[config.mk]
export PLATFORM = sky130hd
export DESIGN_NAME = ob_cmd_ingress
export DESIGN_NICKNAME = d
export VERILOG_FILES = /design/src/rtl/ob_cmd_ingress.sv
export SDC_FILE = /design/constraint.sdc
export NUM_CORES = 1
export LEC_CHECK = 0
export CELL_PAD_IN_SITES_DETAIL_PLACEMENT = 1
export CELL_PAD_IN_SITES_GLOBAL_PLACEMENT = 1
export CORE_MARGIN = 2
export CORE_UTILIZATION = 30
export CTS_CLUSTER_DIAMETER = 40
export DETAILED_ROUTE_END_ITERATION = 16
export PLACE_DENSITY_LB_ADDON = 0.2
export RECOVER_POWER = 25
export SKIP_CTS_REPAIR_TIMING = 1
export SYNTH_ARGS = -nofsm -noshare
export SYNTH_HDL_FRONTEND = slang
export SYNTH_SLANG_ARGS = --single-unit
[constraint.sdc]
create_clock -name clk -period 9.36 [get_ports clk]
set_input_delay 0.936 -clock clk [delete_from_list [all_inputs] [get_ports clk]]
set_output_delay 0.936 -clock clk [all_outputs]
set_load 0.01 [all_outputs]
[src/rtl/ob_cmd_ingress.sv]
// Byte-stream command ingress: hunts for the sync byte, assembles a 14-byte
// big-endian body, validates it and queues legal commands in a small FIFO.
package ob_pkg;

  typedef enum logic [3:0] {
    Op_Nop        = 4'h0,
    Op_Cancel     = 4'h1,
    Op_BuyLimit   = 4'h2,
    Op_SellLimit  = 4'h3,
    Op_BuyMarket  = 4'h4,
    Op_SellMarket = 4'h5,
    Op_Modify     = 4'h6
  } opcode_t;

  typedef enum logic [2:0] {
    GUC = 3'd0,
    IOC = 3'd1,
    FOK = 3'd2,
    GTD = 3'd3
  } tif_t;

  // Fields are kept as raw vectors so unchecked tif codes pass through untouched.
  typedef struct packed {
    logic [3:0]  opcode;
    logic [2:0]  tif;
    logic [31:0] uid;
    logic [19:0] price;
    logic [15:0] quantity;
    logic [31:0] uid1;
  } cmd_t;

endpackage

module ob_cmd_ingress #(
  parameter logic [7:0] SYNC_BYTE = 8'hA5,
  parameter int         OUT_DEPTH = 2
) (
  input  logic         clk,
  input  logic         rst,
  input  logic         in_vld,
  input  logic [7:0]   in_data,
  output logic         in_rdy,
  output logic         cmd_vld,
  output ob_pkg::cmd_t cmd,
  input  logic         cmd_rdy,
  output logic         err_vld,
  output logic [1:0]   err_code,
  output logic [15:0]  frames_ok,
  output logic [15:0]  frames_err
);

  localparam int              AW       = (OUT_DEPTH > 1) ? $clog2(OUT_DEPTH) : 1;
  localparam int              CW       = AW + 1;
  localparam logic [CW-1:0]   FULL_CNT = CW'(OUT_DEPTH);
  localparam logic [3:0]      LAST_IDX = 4'd13;

  typedef enum logic {HUNT, BODY} state_t;

  state_t         state_q, state_d;
  logic [3:0]     cnt_q, cnt_d;
  logic [6:0]     b0_q, b0_d;
  logic [7:0]     body_q [1:12];
  logic [7:0]     body_d [1:12];

  ob_pkg::cmd_t   mem_q [OUT_DEPTH];
  logic [AW-1:0]  wr_ptr_q, wr_ptr_d;
  logic [AW-1:0]  rd_ptr_q, rd_ptr_d;
  logic [CW-1:0]  fifo_cnt_q, fifo_cnt_d;

  logic           err_vld_q, err_vld_d;
  logic [1:0]     err_code_q, err_code_d;
  logic [15:0]    frames_ok_q, frames_ok_d;
  logic [15:0]    frames_err_q, frames_err_d;

  ob_pkg::cmd_t   frame;
  logic [23:0]    price_raw;
  logic [4:0]     nib_bad;
  logic [1:0]     chk_code;
  logic           fifo_full;
  logic           pop;
  logic           accept;
  logic           last;
  logic           push;

  // The final byte is taken straight from in_data so the frame is judged
  // and pushed in the same cycle it completes.
  assign price_raw = {body_q[5], body_q[6], body_q[7]};
  assign frame = {b0_q[3:0], b0_q[6:4],
                  body_q[1], body_q[2], body_q[3], body_q[4],
                  price_raw[19:0],
                  body_q[8], body_q[9],
                  body_q[10], body_q[11], body_q[12], in_data};

  genvar gi;
  generate
    for (gi = 0; gi < 5; gi++) begin : g_nib
      assign nib_bad[gi] = (frame.price[gi*4 +: 4] > 4'd9);
    end
  endgenerate

  always_comb begin
    chk_code = 2'b00;
    if (frame.opcode > 4'd6) begin
      chk_code = 2'b01;
    end else if (&frame.uid) begin
      chk_code = 2'b10;
    end else if ((|nib_bad) || (|price_raw[23:20])) begin
      chk_code = 2'b11;
    end
  end

  assign cmd_vld   = (fifo_cnt_q != '0);
  assign fifo_full = (fifo_cnt_q == FULL_CNT);
  assign pop       = cmd_vld & cmd_rdy;

  // Only the closing byte can stall: a full FIFO blocks it unless the head
  // leaves in the same cycle.
  assign in_rdy = (state_q == HUNT) || !((cnt_q == LAST_IDX) && fifo_full && !cmd_rdy);
  assign accept = in_vld & in_rdy;
  assign last   = accept && (state_q == BODY) && (cnt_q == LAST_IDX);
  assign push   = last && (chk_code == 2'b00);

  always_comb begin
    state_d = state_q;
    cnt_d   = cnt_q;
    b0_d    = b0_q;
    body_d  = body_q;
    if (accept) begin
      case (state_q)
        HUNT: begin
          if (in_data == SYNC_BYTE) begin
            state_d = BODY;
            cnt_d   = 4'd0;
          end
        end
        default: begin
          if (cnt_q == 4'd0) begin
            b0_d = in_data[6:0];
          end else if (cnt_q != LAST_IDX) begin
            body_d[cnt_q] = in_data;
          end
          if (cnt_q == LAST_IDX) begin
            state_d = HUNT;
            cnt_d   = 4'd0;
          end else begin
            cnt_d = cnt_q + 4'd1;
          end
        end
      endcase
    end
  end

  always_comb begin
    wr_ptr_d     = wr_ptr_q + AW'(push);
    rd_ptr_d     = rd_ptr_q + AW'(pop);
    fifo_cnt_d   = fifo_cnt_q + CW'(push) - CW'(pop);
    err_vld_d    = last && (chk_code != 2'b00);
    err_code_d   = last ? chk_code : 2'b00;
    frames_ok_d  = frames_ok_q + 16'(push);
    frames_err_d = frames_err_q + 16'(err_vld_d);
  end

  always_ff @(posedge clk or posedge rst) begin
    if (rst) begin
      state_q      <= HUNT;
      cnt_q        <= 4'd0;
      wr_ptr_q     <= '0;
      rd_ptr_q     <= '0;
      fifo_cnt_q   <= '0;
      err_vld_q    <= 1'b0;
      err_code_q   <= 2'b00;
      frames_ok_q  <= 16'd0;
      frames_err_q <= 16'd0;
    end else begin
      state_q      <= state_d;
      cnt_q        <= cnt_d;
      wr_ptr_q     <= wr_ptr_d;
      rd_ptr_q     <= rd_ptr_d;
      fifo_cnt_q   <= fifo_cnt_d;
      err_vld_q    <= err_vld_d;
      err_code_q   <= err_code_d;
      frames_ok_q  <= frames_ok_d;
      frames_err_q <= frames_err_d;
    end
  end

  // Payload storage carries no reset; its contents are only observed once
  // the control state says they are valid.
  always_ff @(posedge clk) begin
    b0_q   <= b0_d;
    body_q <= body_d;
    if (push) begin
      mem_q[wr_ptr_q] <= frame;
    end
  end

  assign cmd        = cmd_vld ? mem_q[rd_ptr_q] : '0;
  assign err_vld    = err_vld_q;
  assign err_code   = err_code_q;
  assign frames_ok  = frames_ok_q;
  assign frames_err = frames_err_q;

endmodule

# Word level (Yosys, flattened, before mapping)
# Memories as Yosys holds them, arrays and structs flattened.
# Index checks and enable logic that the tools add are counted.
op_classes:
  addsub: 7
  n_lt_le_gt_ge: 8
  n_eq_ne: 4
  mux: 16
  bitwise_logic: 5
  n_reduce_logical: 22
op_table:
  columns: ["cell", "count"]
  rows:
  - ["$mux W107", 1]
  - ["$bwmux W96", 1]
  - ["$add A16 B1 Y16", 2]
  - ["$demux W8 S4", 1]
  - ["$reduce_and A32 Y1", 1]
  - ["$gt A4 B4 Y1 const B", 5]
  - ["$mux W4", 3]
  - ["$eq A8 B8 Y1 const B", 1]
  - ["$mux W2", 4]
  - ["$mux W8", 1]
  - ["$logic_and A1 B1 Y1", 7]
  - ["$reduce_bool A2 Y1", 3]
  - ["$ge A5 B5 Y1 const B", 1]
  - ["$lt A5 B1 Y1 const B", 1]
  - ["$mux W1", 5]
  - ["$not A4 Y5", 1]
  - ["$reduce_or A5 Y1", 1]
  - ["$add A4 B1 Y4 const B", 1]
  - ["$eq A4 B4 Y1 const B", 1]
  - ["$gt A4 B3 Y1 const B", 1]
  - ["$logic_not A4 Y1", 1]
  - ["$ne A4 B4 Y1 const B", 1]
  - ["$reduce_and A4 Y1", 1]
  - ["$reduce_or A4 Y1", 1]
  - ["11 further kinds", 16]
word_totals:
  regBits: 147
  ramBits: 214
  inputBits: 12
  output_inout_bits: 144
  mem_count: 1
memory_table:
  columns: ["name", "depth", "word_bits", "read_ports", "rd_ports_with_merged_regs", "wr", "line_no", "text"]
  rows:
  - ["mem_q", 2, 107, 1, 0, 1, "65", "ob_pkg::cmd_t mem_q [OUT_DEPTH];"]

# Logic depth before layout (Yosys ltp)
# Gate-level depths: netlist (run 1).
depth:
  ltp_word: 11
  ltp_mapped: 10
  mapped_depth_nobuf: 9

# Worst setup path after synthesis (run 1)
# Ideal clock, no wire load.
synth_path:
  path_type: "input to register"
  start: "input cmd_rdy"
  end: "memory mem_q[1][0] (netlist bit) (enable)"
  setup_time_ns: 0.479
  t_arrival_ns: 4.151
  slack_ns: 4.730
  cell_stages: 4
  n_path_buf: 0
  path_cell_list: "and4bb_2 -> nor3_2 -> and3_1 -> ha_1"
synth_via:
  elab_chain_len: 10
synth_lines:
  columns: ["element", "line_no", "text"]
  rows:
  - ["start: declaration", "45", "input logic cmd_rdy,"]
  - ["$logic_not A1 Y1", "118", "assign in_rdy = (state_q == HUNT) || !((cnt_q == LAST_IDX) && fifo_full && !cmd_rdy);"]
  - ["$logic_and A1 B1 Y1", "118", null]
  - ["$logic_not A1 Y1", "118", null]
  - ["$logic_or A1 B1 Y1", "118", null]
  - ["$and A1 B1 Y1", "119", "assign accept = in_vld & in_rdy;"]
  - ["$logic_and A1 B1 Y1 (2 in a row)", "120", "assign last = accept && (state_q == BODY) && (cnt_q == LAST_IDX);"]
  - ["$logic_and A1 B1 Y1", "121", "assign push = last && (chk_code == 2'b00);"]
  - ["$mux W1", "192", "if (push) begin"]
  - ["$mux W1 (not written as such)", "193", "mem_q[wr_ptr_q] <= frame;"]
  - ["end: declaration", "65", null]
# Every way passes these cells.

==> flow_metrics.py, run 1 <==
metrics = {
    "placed_design": {
        "dpl.hpwl_mm": 18.6,
        "port_buffers": 155,
        "gp_congestion": 0.735,
    },
    "synth": {
        "synth-async-reset-ratio": 0.122,
        "synth_top_area_frac": 0.716,
        "synth_seq_cells": 361,
        "synth_ff_type": "edfxtp_1",
        "yosysMostFrequentCell": "edfxtp_1",
        "syn-num-nets": 783,
        "yosys.area.top_type": "edfxtp_1",
        "syn_inst": 763,
        "synthTopCellsByArea": "edfxtp_1, dfrtp_1, mux2i_1",
        "syn_area_per_cell_um2": 17.4,
        "synth_cell_types": 39,
        "yosysSeqAreaShare": 0.799,
        "syn_area_um2": 13300,
        "synthTopCellsByCount": "edfxtp_1, nor2_1, mux2i_1, dfrtp_1, xnor2_1",
        "yosysWarnings": 0,
        "synth-edff-count": 317,
    },
    "sta": {
        "fmax_mhz": 217,
        "tightest_slew_ns": 1.21,
        "finalCriticalPeriod_ns": 4.60,
        "slew_viol_final": 0,
        "setup_viol": 0,
        "min_period_over_period": 0.492,
        "skew_ns": 0.0283,
        "slew_headroom": 0.195,
        "hold_ws_ns": 0.438,
        "grt_setup_unrepaired": "false",
        "hold_violations": 0,
        "fin_setup_tns_ns": 0,
    },
    "grt": {
        "grt_pass1_wl_mm": 46.6,
        "grt_overflow_total": 0,
        "grt_max_degree": 79,
        "grt_usage": 0.134,
        "antenna_found_initial": 1,
        "first_global_vias": 7461,
    },
    "power": {
        "p_clk_frac": 0.497,
        "swShare": 0.210,
        "seqPwrFrac": 0.490,
        "netSwitchingPower_uw": 755,
        "vdd_drop_max_mv": 0.135,
        "combPwrFrac": 0.013,
        "power_density_nw_per_um2": 210,
        "leakage_uw": 0.00555,
        "power.internal_uw": 2850,
    },
    "job": {
        "cap_violations": 0,
    },
    "drt": {
        "drt_iter0_markers": 269,
        "viasPerCell": 4.42,
        "first_pass_iters": 4,
        "wl_mm": 30.9,
        "num_vias": 6992,
        "remaining_drc_errors": 0,
        "wl_per_cell_um": 19.5,
        "drt.antenna.violating_nets": 0,
    },
    "setup_path": {
        "endpoint_kind": "output pin",
        "crit_path_max_fanout": 56,
        "cp-start-kind": "flop",
        "crit_required_ns": 8.42,
        "r2r_setup_slack_ns": 5.46,
        "path_class": "reg -> out",
        "arrival_ns": 3.66,
    },
    "clock_tree": {
        "cts_tree": "built",
        "clk_pin_slew_ns": 0.06,
        "htreeDepth": 2,
        "cts_buffers": 49,
        "clk_latency_ns": 0.58,
        "clock_path_buffers": 3,
        "root_buffer": "clkbuf_16",
        "cts_sinks": 361,
    },
    "floorplan": {
        "start_util": 0.303,
        "io_pins": 156,
        "die-area_um2": 46000,
        "core_area_um2": 43900,
        "die_w_um": 214,
        "rows": 77,
        "dieHeight_um": 214,
    },
    "hold_path": {
        "hold_path_class": "reg -> reg",
    },
    "layout": {
        "area_growth_pct": 29.2,
        "nets": 977,
        "post_route_cells_drive_above_1_share": 0.0990,
    },
    "run_status": {
        "outcome": "complete, no violations",
    },
}
## metal layers
layer  share of wire  vias to the layer above  GRT usage  wire length [um]
met5               0                        -          0                 0
met4           0.024                        0     0.0484               750
met3           0.062                       52     0.0363              1910
met2            0.46                      188      0.210             14100
met1            0.46                     3500      0.180             14100
li1                -                     3252          -                 -
## flip-flops by register name (all words and copies together), names as in the netlist
name	cells
cnt_q	4
wr_ptr_q	1
rd_ptr_q	1
state_q	1
mem_q	214
err_vld	1
frames_err	16
fifo_cnt_q	2
err_code	2
frames_ok	16
b0_q	7
body_q	96
## through the flow
step | utilization | std cells | power [uW] | instance area [um2] | setup slack [ns]
after CTS | 0.391 | 1582 | 3650 | 17200 | 4.68
after floorplan | - | 763 | 1810 | 13300 | 4.73
after global routing | 0.391 | 1582 | 3720 | 17200 | 4.52
after detailed placement | 0.355 | 1498 | 1850 | 15600 | 4.94
final | 0.391 | 1583 | 3600 | 17200 | 4.76
after global placement | 0.355 | 1498 | 1850 | 15600 | 5.04
## kinds of logic after synthesis
group	count (synthesis)	share of synthesized area
AO/OA/AOI/OAI	18	0.00923
XOR/XNOR	31	0.0204
adder cells (fa/ha/maj)	8	0.00753
buffers and inverters	33	0.0119
flip-flops	361	0.799
multiplexers	107	0.0806
AND/OR/NAND/NOR	205	0.0714
## final timing paths
check                                      from                 endpoint  cells past startpoint
setup / recovery             rd_ptr_q$_DFF_PP0_                  cmd[83]                      4
hold / removal              body_q[6]$_DFFE_PP_   mem_q[1][14]$_DFFE_PP_                      0
setup reg to reg           body_q[42]$_DFFE_PP_   mem_q[1][49]$_DFFE_PP_                      6
hold reg to reg             body_q[6]$_DFFE_PP_   mem_q[1][14]$_DFFE_PP_                      0
max in group asynchronous                   rst       rd_ptr_q$_DFF_PP0_                      3
min in group asynchronous                   rst  frames_ok[15]$_DFF_PP0_                      3
## placed cells by master (no fill, tap or decap), drive strengths merged, types with 2 or more instances in the layout
| cell type | synthesis | routed |
|---|---|---|
| bufinv | 0 | 4 |
| clkbuf | 8 | 56 |
| nand2b | 4 | 4 |
| clkinv | 0 | 10 |
| mux2i | 107 | 107 |
| clkinvlp | 0 | 6 |
| a41oi | 2 | 2 |
| o21ai | 6 | 6 |
| xor2 | 7 | 7 |
| clkdlybuf4s50 | 0 | 153 |
| edfxtp | 317 | 317 |
| ha | 8 | 8 |
| nand4bb | 2 | 2 |
| nor4 | 4 | 4 |
| nand4 | 18 | 18 |
| nor2 | 128 | 128 |
| xnor2 | 24 | 24 |
| a21boi | 2 | 2 |
| nand3 | 16 | 16 |
| and2 | 3 | 3 |
| nor3 | 4 | 4 |
| and3 | 5 | 5 |
| inv | 6 | 16 |
| dlygate4sd3 | 0 | 2 |
| and4 | 4 | 4 |
| buf | 19 | 13 |
| dfrtp | 44 | 44 |
| nand2 | 12 | 12 |
## power by group through the flow
stage                     clock, uW  combinational, uW  sequential [uW]
final                          1790               47.0             1760
after global routing           1910               51.8             1770
after CTS                      1840               49.4             1760
after detailed placement          0               49.1             1800
after global placement            0               49.3             1800
after floorplan                   0               28.1             1780
## layout make-up
cell class,count,area [um2]
Sequential cell,361,10600
Inverter,6,22.5
Timing Repair Buffer,170,1660
Antenna cell,1,2.50
Tap cell,592,741
Multi-Input combinational cell,369,2550
Clock buffer,54,1240
Fill cell,4432,26800
Clock inverter,30,333
## critical path: stages (launching register included)
cell             delay (ns)
dfrtp_4                1.08
buf_4                  0.90
mux2i_1                0.19
nor2_1                 0.24
clkdlybuf4s50_1        0.59
(Power assumes the default switching activity.)
==> run 2, diff against run 1 <==
clock period = 4.6 ns   (was 9.36 ns; I/O delays follow)
==> flow_metrics.py, run 2 (same netlist as run 1, synthesis figures left out) <==
metrics = {
    "run_status": {
        "outcome": "complete, no violations",
    },
    "sta": {
        "min_period_over_period": 0.736,
        "hold_ws_ns": 0.356,
        "slew_viol_final": 0,
        "hold_violations": 0,
        "fin_setup_tns_ns": 0,
        "slew_headroom": 0.252,
        "fmax_mhz": 295,
        "skew_ns": 0.0272,
        "setup_viol": 0,
        "finalCriticalPeriod_ns": 3.39,
        "tightest_slew_ns": 1.12,
        "grt_setup_unrepaired": "false",
    },
    "power": {
        "vdd_drop_max_mv": 0.274,
        "power_density_nw_per_um2": 428,
        "leakage_uw": 0.00562,
    },
    "setup_path": {
        "path_class": "reg -> out",
        "arrival_ns": 2.93,
        "crit_required_ns": 4.14,
        "cp-start-kind": "flop",
        "cp_slowest_stage_delay_ns": 0.92,
        "crit_path_max_fanout": 42,
        "cp_cell_sequence": "buf_4 -> mux2i_1 -> nor2_1 -> clkdlybuf4s50_1",
        "cp_slowest_cell": "dfrtp_4",
        "endpoint_kind": "output pin",
        "critical-path-top-delay-family": "buffers and inverters",
        "crit_buf_inv": 2,
    },
    "drt": {
        "wl_met2_mm": 14.0,
        "drt-met1-wl_mm": 14.0,
        "num_vias": 7018,
        "drt.antenna.violating_nets": 0,
        "viasPerCell": 4.40,
        "drt_iter0_markers": 238,
        "remaining_drc_errors": 0,
        "wl_met3_mm": 1.96,
        "first_pass_iters": 4,
        "wl_mm": 30.5,
        "wl_per_cell_um": 19.1,
        "highest-signal-layer": "met5",
    },
    "floorplan": {
        "dieHeight_um": 214,
        "die_w_um": 214,
        "rows": 77,
        "die-area_um2": 46000,
        "io_pins": 156,
        "start_util": 0.303,
        "core_area_um2": 43900,
    },
    "job": {
        "cap_violations": 0,
    },
    "grt": {
        "grt_pass1_wl_mm": 46.2,
        "grt_overflow_total": 0,
        "first_global_vias": 7434,
        "grt_max_degree": 108,
        "antenna_found_initial": 3,
        "grt_usage": 0.133,
    },
    "layout": {
        "largest_reg_flops": 214,
        "top_regs": "mem_q: 214 flops, body_q: 96 flops",
        "post-route-util": 0.394,
        "finalNonFillerCells": 1595,
        "nets": 980,
        "area_growth_pct": 30.3,
        "final_common_cell": "edfxtp_1",
        "final_cell_mix": "edfxtp_1, clkdlybuf4s50_1, nor2_1, mux2i_1, clkbuf_16",
        "post_route_cells_drive_above_1_share": 0.111,
        "stdcell_area_um2": 17300,
        "top_register": "mem_q",
    },
    "placed_design": {
        "port_buffers": 155,
        "gp_congestion": 0.712,
        "dpl.hpwl_mm": 18.5,
        "dp.cells": 1500,
        "postPlaceCellArea_um2": 15700,
    },
    "clock_tree": {
        "clk_pin_slew_ns": 0.06,
        "clk_latency_ns": 0.58,
        "cts_tree": "built",
        "root_buffer": "clkbuf_16",
        "cts_sinks": 361,
        "cts_buffers": 50,
        "htreeDepth": 2,
        "clock_path_buffers": 3,
    },
    "hold_path": {
        "hold_path_class": "in -> async",
    },
}
==> run 2: path summary, 6_finish.rpt <==
| check | start | slack, ns | cells past startpoint | endpoint |
|---|---|---|---|---|
| worst max-delay path | rd_ptr_q$_DFF_PP0_ | 1.21 | 4 | cmd[14] |
| worst min-delay path | rst | 0.36 | 3 | frames_ok[10]$_DFF_PP0_ |
| worst max register to register | body_q[58]$_DFFE_PP_ | 1.41 | 6 | mem_q[1][65]$_DFFE_PP_ |
| worst min register to register | b0_q[4]$_DFFE_PP_ | 0.44 | 0 | mem_q[1][100]$_DFFE_PP_ |
| max in group asynchronous | rst | 3.78 | 3 | rd_ptr_q$_DFF_PP0_ |
| min in group clk | b0_q[4]$_DFFE_PP_ | 0.44 | 0 | mem_q[1][100]$_DFFE_PP_ |
==> run 2: routing by layer <==
| layer | up-vias | GRT usage |
|---|---|---|
| li1 | 3268 | - |
| met1 | 3523 | 0.177 |
| met2 | 172 | 0.209 |
| met3 | 51 | 0.0417 |
| met4 | 4 | 0.0359 |
| met5 | - | 0 |
==> run 2: power by group <==
group,internal (uW),switching (uW)
Sequential,3560,36.3
Combinational,30.7,65.0
Clock,2230,1490
Total,5820,1590
==> run 2: stage by stage <==
stage / power, uW / setup slack [ns]
after global placement: 3750 / 1.40
after CTS: 7500 / 1.11
after detailed placement: 3760 / 1.34
after global routing: 7640 / 1.04
final: 7410 / 1.21
after floorplan: 3690 / 0.348
==> run 2: final cells by class <==
type	instances	area (um2)
Inverter	6	22.5
Timing Repair Buffer	172	1720
Multi-Input combinational cell	369	2560
Antenna cell	1	2.50
Clock buffer	55	1290
Fill cell	4433	26600
Tap cell	592	741
Sequential cell	361	10600
Clock inverter	39	355
==> run 2: worst reg2reg max path, stage by stage (launching register included) <==
cell and delay, ns:
edfxtp_1 0.39, o21ai_0 0.31, nand4_1 0.22, a211oi_1 0.60
and3_1 0.38, ha_4 0.37, buf_12 0.46
